File: src/rtl/mem_wb_stage_pkg.sv
// Shared ARM pipeline definitions: register/word widths, data-memory map,
// and the multi-cycle memory FSM state type.
package arm_pkg;

  localparam int unsigned REG_IDX_W      = 4;
  localparam int unsigned WORD_W         = 32;
  localparam int unsigned DMEM_BASE_ADDR = 1024;
  localparam int unsigned DMEM_DEPTH     = 64;

  typedef enum logic {
    IDLE = 1'b0,
    BUSY = 1'b1
  } mem_state_t;

endpackage

File: src/rtl/mem_wb_stage_data_memory.sv
// Word-addressed data memory: synchronous write, registered read, and the
// address-window range check. Low two byte-address bits are ignored.
module data_memory
  import arm_pkg::*;
#(
  parameter int unsigned DEPTH     = DMEM_DEPTH,
  parameter int unsigned BASE_ADDR = DMEM_BASE_ADDR
) (
  input  logic              i_clk,
  input  logic              i_rst_n,
  input  logic              i_commit,
  input  logic              i_re,
  input  logic              i_we,
  input  logic [WORD_W-1:0] i_addr,
  input  logic [WORD_W-1:0] i_wdata,
  output logic [WORD_W-1:0] o_rdata,
  output logic              o_in_range
);

  localparam int unsigned IDX_W = $clog2(DEPTH);
  localparam int unsigned EXT_W = WORD_W + 1;
  localparam logic [EXT_W-1:0] LIMIT = EXT_W'(BASE_ADDR) + EXT_W'(4 * DEPTH);

  logic [WORD_W-1:0] r_mem [DEPTH];
  logic [WORD_W-1:0] r_rdata;
  logic [IDX_W-1:0]  w_idx;

  assign w_idx      = IDX_W'((i_addr - WORD_W'(BASE_ADDR)) >> 2);
  assign o_in_range = (i_addr >= WORD_W'(BASE_ADDR)) && ({1'b0, i_addr} < LIMIT);
  assign o_rdata    = r_rdata;

  // Store on commit; out-of-range stores are dropped, nothing written in reset.
  always_ff @(posedge i_clk) begin
    if (i_rst_n && i_commit && i_we && o_in_range) begin
      r_mem[w_idx] <= i_wdata;
    end
  end

  // Registered load data; reads the pre-store word on a simultaneous store.
  always_ff @(posedge i_clk) begin
    if (!i_rst_n) begin
      r_rdata <= '0;
    end else if (i_commit) begin
      r_rdata <= (i_re && o_in_range) ? r_mem[w_idx] : '0;
    end
  end

endmodule

File: src/rtl/mem_wb_stage.sv
// Memory stage, MEM/WB pipeline register and write-back mux.
// Define MEM_WAIT_EN to make each memory access take WAIT_CYCLES cycles,
// stalling upstream via mem_stall; otherwise memory is single-cycle.
module mem_wb_stage
  import arm_pkg::*;
#(
  parameter int unsigned DEPTH       = DMEM_DEPTH,
  parameter int unsigned BASE_ADDR   = DMEM_BASE_ADDR,
  parameter int unsigned WAIT_CYCLES = 4
) (
  input  logic                 clk,
  input  logic                 rst,
  input  logic                 wb_en,
  input  logic                 mem_r_en,
  input  logic                 mem_w_en,
  input  logic [WORD_W-1:0]    alu_result,
  input  logic [WORD_W-1:0]    value_rm,
  input  logic [REG_IDX_W-1:0] dest,
  output logic [REG_IDX_W-1:0] wb_dest,
  output logic [WORD_W-1:0]    wb_value,
  output logic                 wb_wb_en,
  output logic                 mem_stall,
  output logic                 addr_err
);

  logic                 w_access;
  logic                 w_stall;
  logic                 w_commit;
  logic                 w_in_range;
  logic [WORD_W-1:0]    w_rdata;

  logic                 r_wb_en;
  logic                 r_mem_r_en;
  logic                 r_addr_err;
  logic [REG_IDX_W-1:0] r_dest;
  logic [WORD_W-1:0]    r_alu;

  assign w_access = mem_r_en | mem_w_en;
  assign w_commit = !w_stall;

`ifdef MEM_WAIT_EN
  localparam int unsigned CNT_W = (WAIT_CYCLES > 1) ? $clog2(WAIT_CYCLES) : 1;
  localparam logic [CNT_W-1:0] CNT_LAST = CNT_W'(WAIT_CYCLES - 1);

  mem_state_t       r_state;
  logic [CNT_W-1:0] r_cnt;

  // Stall every access cycle except the final one, where the access commits.
  assign w_stall = w_access && !(r_state == BUSY && r_cnt == CNT_LAST) && (WAIT_CYCLES > 1);

  // Access timer: IDLE -> BUSY on an access, back to IDLE on the commit cycle.
  always_ff @(posedge clk) begin
    if (!rst) begin
      r_state <= IDLE;
      r_cnt   <= '0;
    end else begin
      case (r_state)
        IDLE: begin
          if (w_access && (WAIT_CYCLES > 1)) begin
            r_state <= BUSY;
            r_cnt   <= CNT_W'(1);
          end
        end
        BUSY: begin
          if (r_cnt == CNT_LAST) begin
            r_state <= IDLE;
            r_cnt   <= '0;
          end else begin
            r_cnt <= r_cnt + CNT_W'(1);
          end
        end
        default: begin
          r_state <= IDLE;
          r_cnt   <= '0;
        end
      endcase
    end
  end
`else
  logic w_unused_wait_cfg;
  assign w_unused_wait_cfg = (WAIT_CYCLES != 0);
  assign w_stall = 1'b0;
`endif

  data_memory #(
    .DEPTH    (DEPTH),
    .BASE_ADDR(BASE_ADDR)
  ) u_dmem (
    .i_clk     (clk),
    .i_rst_n   (rst),
    .i_commit  (w_commit),
    .i_re      (mem_r_en),
    .i_we      (mem_w_en),
    .i_addr    (alu_result),
    .i_wdata   (value_rm),
    .o_rdata   (w_rdata),
    .o_in_range(w_in_range)
  );

  // MEM/WB register: capture on commit, insert a bubble while stalled.
  always_ff @(posedge clk) begin
    if (!rst) begin
      r_wb_en    <= 1'b0;
      r_mem_r_en <= 1'b0;
      r_dest     <= '0;
      r_alu      <= '0;
      r_addr_err <= 1'b0;
    end else if (w_commit) begin
      r_wb_en    <= wb_en;
      r_mem_r_en <= mem_r_en;
      r_dest     <= dest;
      r_alu      <= alu_result;
      r_addr_err <= w_access && !w_in_range;
    end else begin
      r_wb_en    <= 1'b0;
      r_mem_r_en <= 1'b0;
      r_addr_err <= 1'b0;
    end
  end

  assign wb_dest   = r_dest;
  assign wb_wb_en  = r_wb_en;
  assign wb_value  = r_mem_r_en ? w_rdata : r_alu;
  assign mem_stall = w_stall;
  assign addr_err  = r_addr_err;

endmodule
File: config.mk
export PLATFORM = sky130hd
export DESIGN_NAME = mem_wb_stage
export DESIGN_NICKNAME = d
export VERILOG_FILES = /design/src/rtl/mem_wb_stage_pkg.sv /design/src/rtl/mem_wb_stage_data_memory.sv /design/src/rtl/mem_wb_stage.sv
export SDC_FILE = /design/constraint.sdc
export NUM_CORES = 2
export LEC_CHECK = 0
export CAP_MARGIN = 5
export CORE_UTILIZATION = 55
export CTS_CLUSTER_SIZE = 8
export DETAILED_ROUTE_END_ITERATION = 8
export HOLD_SLACK_MARGIN = 0.1
export PLACE_DENSITY = 0.74
export SLEW_MARGIN = 5
export SYNTH_ARGS = -nofsm -noshare
export SYNTH_HDL_FRONTEND = slang
export SYNTH_HIERARCHICAL = 1
export SYNTH_SLANG_ARGS = --single-unit
File: constraint.sdc
create_clock -name clk -period 3.6 [get_ports clk]
set_input_delay 0.72 -clock clk [delete_from_list [all_inputs] [get_ports clk]]
set_output_delay 0.72 -clock clk [all_outputs]
set_load 0.03 [all_outputs]
**After elaboration in Yosys (flattened, before gate mapping)**

Memory sizes are Yosys's and may differ from the RTL's. A register that Yosys moved wholly into a read port is not among the register bits.
Cells that the tools add are included.

- Register bits: 39
- Memory bits (writable): 2048
- Output and inout bits: 39
- Word-level logic and storage cells: 21
- Memories kept: 1

- Add/sub/neg operators: 1
- Magnitude comparators: 2
- Multiplexer cells: 3
- Bitwise gates (word level): 1
- Reduce and logical (&&, ||, !) cells: 8

Memories:

| memory | depth | width | rd ports | clocked after memory_dff | write ports | RTL line | text |
|---|---|---|---|---|---|---|---|
| u_dmem.r_mem | 64 | 32 | 1 | 1 | 1 | mem_wb_stage_data_memory.sv:24 | `logic [WORD_W-1:0] r_mem [DEPTH];` |

Operator list:

| kind | count |
|---|---|
| $ge A32 B11 Y1 const B | 1 |
| $lt A32 B11 Y1 const B | 1 |
| $mux W32 | 1 |
| $sub A8 B1 Y8 const B | 1 |
| $logic_and A1 B1 Y1 | 5 |
| $logic_not A1 Y1 | 2 |
| $mux W1 | 2 |
| $reduce_and A2 Y1 | 1 |
| $or A1 B1 Y1 | 1 |

**Depth between registers and ports, before layout**

- Depth in word-level cells: 5
- Gate-level depth with buffers: 11
- Gate-level depth less buffers: 6

**Cells and area by module**

Netlist, hierarchy kept.

By module, submodules not included:

| module | times used | cells each | area each (µm²) |
|---|---|---|---|
| data_memory | 1 | 4298 | 79744.0 |
| mem_wb_stage | 1 | 122 | 1606.5 |

**Worst setup path after synthesis**

Ideal clock, no wire load.

- Path kind: input -> register
- Start: input alu_result[4]
- End: memory u_dmem.r_mem[47][0], enable pin
- Setup time: 0.421 ns
- Arrival: 3.413 ns
- Required time: 3.179 ns
- Path slack: -0.234 ns
- Cell stages on the path: 8
- Cells stage by stage: buf_6 buf_4 buf_2 buf_4 buf_2 buf_2 nand3_1 nor2_1

- Word-level cells in the longest chain between the ends: 5

Ends and longest elaborated chain:

| element | RTL line | text |
|---|---|---|
| start: declaration | mem_wb_stage.sv:16 | `input logic [WORD_W-1:0] alu_result,` |
| $ge A32 B11 Y1 / $lt A32 B11 Y1 (equally long branches) | mem_wb_stage_data_memory.sv:29 | `assign o_in_range = (i_addr >= WORD_W'(BASE_ADDR)) && ({1'b0, i_addr} < LIMIT);` |
| $logic_and A1 B1 Y1 | mem_wb_stage_data_memory.sv:29 |  |
| $logic_and A1 B1 Y1 | mem_wb_stage_data_memory.sv:34 | `if (i_rst_n && i_commit && i_we && o_in_range) begin` |
| $mux W1 | mem_wb_stage_data_memory.sv:34 |  |
| $mux W1 (not written as such) | mem_wb_stage_data_memory.sv:35 | `r_mem[w_idx] <= i_wdata;` |
| end: declaration | mem_wb_stage_data_memory.sv:24 |  |

Parallel ways exist; a longest one is shown, timed or not.

**Worst setup path in the final report**

- Start: input alu_result[2]
- End: register u_dmem.r_rdata[24] (netlist: u_dmem/o_rdata[24]) (read register of u_dmem.r_mem)

- Word-level cells in the longest chain between the ends: 5

Ends and longest elaborated chain:

| element | RTL line | text |
|---|---|---|
| $ge A32 B11 Y1 / $lt A32 B11 Y1 (equally long branches) | mem_wb_stage_data_memory.sv:29 |  |
| $logic_and A1 B1 Y1 | mem_wb_stage_data_memory.sv:29 |  |
| $logic_and A1 B1 Y1 | mem_wb_stage_data_memory.sv:44 | `r_rdata <= (i_re && o_in_range) ? r_mem[w_idx] : '0;` |
| $reduce_and A2 Y1 (no source line) | -- |  |
| $logic_not A1 Y1 (no source line) | -- |  |
| end: declaration | mem_wb_stage_data_memory.sv:25 | `logic [WORD_W-1:0] r_rdata;` |

Parallel ways exist; a longest one is shown, timed or not.
A chain may end at the register's enable or synchronous reset.

==> impl_results.md <==
* Vias in the first global route at 49000
* Fin Setup TNS at 0 ns
* Global placer's final weighted congestion at around 0.94
* Pre-antenna DRT Iters at 7
* Fmax at between 200 and 300 MHz
* Final Cycle Share at a little over nine tenths
* Syn Std Cell Area at between 0.08 and 0.09 mm²
* Area leader, netlist: edfxtp_1
* Hold Vio Cnt, Final at 0
* Share of cells above drive strength 1 at roughly a quarter
* Detailed Route WL at between 200000 and 300000 µm
* Routed wire length per instance at 37.0 µm
* Sequential area share after synthesis at between 70 and 80%
* Non-filler instance count after layout at 7037
* Setup CP Type: in2reg
* Post-synth ARST share at 0%
* Post-synth EDFFs at 2048
* Fin worst setup slack at between 0.04 and 0.05 ns
* Synth-to-layout area growth at 20.4%
* Pre-CTS setup slack at -0.425 ns
* Post-CTS Setup Bufs at 0
* Clock Sink Count at roughly 2100
* Die area at about 0.15 mm²
* Via count at ~50000
* Clock Path Buffers at 4
* Die H at about 390 µm
* Fillers at 8877
* Unrepaired setup endpoints after global routing: no
* Core ar. at about 0.15 mm²
* Worst-path cell chain: buf_8, buf_4, nor2_4, buf_12, a21oi_1, a32oi_1, o21ai_0, a211oi_1, a22o_1
* PD cells at between 500 and 600 mW/mm²
* All-Layer GR Usage at 34.5%
* Critical Path Fanout Max at 27
* Row cnt at between 100 and 150
* Die width at just under 400 µm
* Critical-path top delay cell: nor2_4
* Minimum clock period at between 3 and 4 ns
* Most frequent cell after synthesis: edfxtp_1
* Post-Layout Inst Area at ~0.098 mm²
* Placed Cells at 6627
* Top delay family on crit path: compound AO/OA/AOI/OAI gates
* First-pass GRT wire length at approximately 360000 µm
* Slew headroom at -147%
* Critical path startpoint category: input port
* DP Wirelength at between 150000 and 200000 µm
* Hold_sp: value_rm[26]
* DR iter-0 viols at 8304
* Syn avg cell area at roughly 18 µm²
* Critical path launch point: alu_result[2]
* Maxcap violations at 0
* Root buf cell: clkbuf_16
* Area contributors post-synth: edfxtp_1 (76%), mux4_2 (3.7%), mux2i_1 (2.6%)
* CTS buffer count at ~320
* Clk_lat worst skew at about 0.93 ns
* Most frequent cells after synthesis: edfxtp_1 (2048), o22ai_1 (266), mux2i_1 (215)
* CTS tree: yes
* Clock Skews at 0.0647 ns
* Worst reg2reg startpoint: u_dmem/r_mem[58][24]
* Max-slew violations at 33
* Synthesized flop and latch total at roughly 2100
* Top-Level Pins at ~110
* Arr. time, crit path at between 4 and 5 ns
* Vias per cell at around 7.1
* Clock transition at the registers of the reported paths at ~0.050 ns
* Initial antenna violation count at 18
* Failing checks: slew limit
* Top-area cell type share of the netlist area at between 70% and 80%
* Crit path buf inv count at 3
* Leak pwr at approximately 32 nW
* Req. time, crit path at 4.46 ns
* Synth unique cells at between 70 and 80
* CP max stage delay at 0.92 ns
* # DRC at 0
* Gr ovfl total at 0
* Post-Syn Instances at about 4400
* Slew @ Worst Pin at around 3.7 ns
* Top FF cell, synth: edfxtp_1
* Largest net degree at the start of global routing at 71
* Status: finished with violations
* Synth warn at 6
* CTS H-tree lvls at 5
* Residual antenna-violating net count after detailed routing at 0
* Hold WC Path Type: in2reg
* Final setup viols at 0
* CP Capture Type: flop
* Initial cell density of the core at a little under three fifths
* Dpl cell area at between 0.08 and 0.09 mm²
* VDD IR max at about 0.46 mV
* # port buffers at between 100 and 150
* Total Nets Final at roughly 5000
-- cell usage in the layout, fill, tap and decap left out, types with 9 or more instances in the layout --
cell type        count
mux2_4              30
a21oi_1            135
mux4_2             133
nor2b_1             10
nand2_1             98
a2bb2oi_1           15
buf_12             179
nor3_1              16
a2111oi_0           12
o22a_1              14
o31ai_1             17
a211oi_1            36
a22oi_1             66
nor4_1              14
clkbuf_16          324
clkdlybuf4s50_1     74
o21ai_0            112
a221oi_1            20
dfxtp_1             70
mux2_2             191
nor2_1             112
a222oi_1            12
nand3_1             19
mux2i_1            215
o221ai_1           168
nor2_4              65
and2_1              40
edfxtp_1          2048
buf_4              311
o22ai_1            266
clkbuf_1            75
a22o_1              29
buf_2               33
or4_1                9
-- registers in the layout, summed over array words and instances, names as in the netlist --
name            flops
u_dmem/r_mem     2048
r_alu              32
u_dmem/o_rdata     32
wb_dest             4
addr_err            1
r_mem_r_en          1
wb_wb_en            1
-- kinds of logic after synthesis --
| family | synth area share, % |
|---|---|
| flops | 77.3 |
| compound gates | 8.29 |
| mux | 9.56 |
| simple gates | 2.61 |
| buf+inv | 2.19 |
| other cells | 0.00923 |
-- worst paths after layout --
check                        end  cells after the start  slack, ns
max           u_dmem/o_rdata[24]                      9       0.05
min          u_dmem/r_mem[8][26]                      1       0.27
min reg2reg   u_dmem/o_rdata[30]                      4       0.76
max reg2reg   u_dmem/o_rdata[24]                      6       0.94
-- layer usage --
| layer | wire length (µm) | vias up | GRT usage (%) |
|---|---|---|---|
| met5 | 107 | - | 0 |
| met4 | 20000 | 16 | 22.3 |
| met3 | 36100 | 916 | 9.43 |
| met2 | 117000 | 4681 | 52.2 |
| met1 | 87200 | 25100 | 44.3 |
| li1 | - | 19400 | - |
-- cell type report --
class / instances / area [µm²] / area share (%)
diodes: 4 / 10.0 / 0.0102
clock buffers: 399 / 8390 / 8.57
clock inverters: 6 / 91.3 / 0.0933
inverters: 3 / 18.8 / 0.0192
multi-input cells: 1988 / 17200 / 17.6
flip-flops and latches: 2119 / 62900 / 64.3
well taps: 1917 / 2400 / 2.45
repair buffers: 601 / 6880 / 7.02
-- power breakdown --
group / internal [W] / total (W) / switching (W)
Sequential: 0.0271 / 0.0271 / 0.0000159
Clock: 0.0160 / 0.0259 / 0.00983
Combinational: 0.00101 / 0.00308 / 0.00208
Total: 0.0442 / 0.0561 / 0.0119
-- timing repair --
action,in CTS,in global routing
endpoints found under the setup margin,3,0
gates resized for setup,1,0
endpoints found under the hold margin,1,0
hold buffers,1,0
-- per-stage QoR --
stage	hold WS [ns]	total power (W)	util [%]
finish	0.268	0.0561	67.0
global route	0.240	0.0572	66.9
CTS	0.237	0.0560	66.9
detailed placement	0.677	0.0305	61.1
global placement	0.664	0.0305	61.1
floorplan	0.631	0.0289	-
No activity file was read; power rests on OpenSTA's default activity.
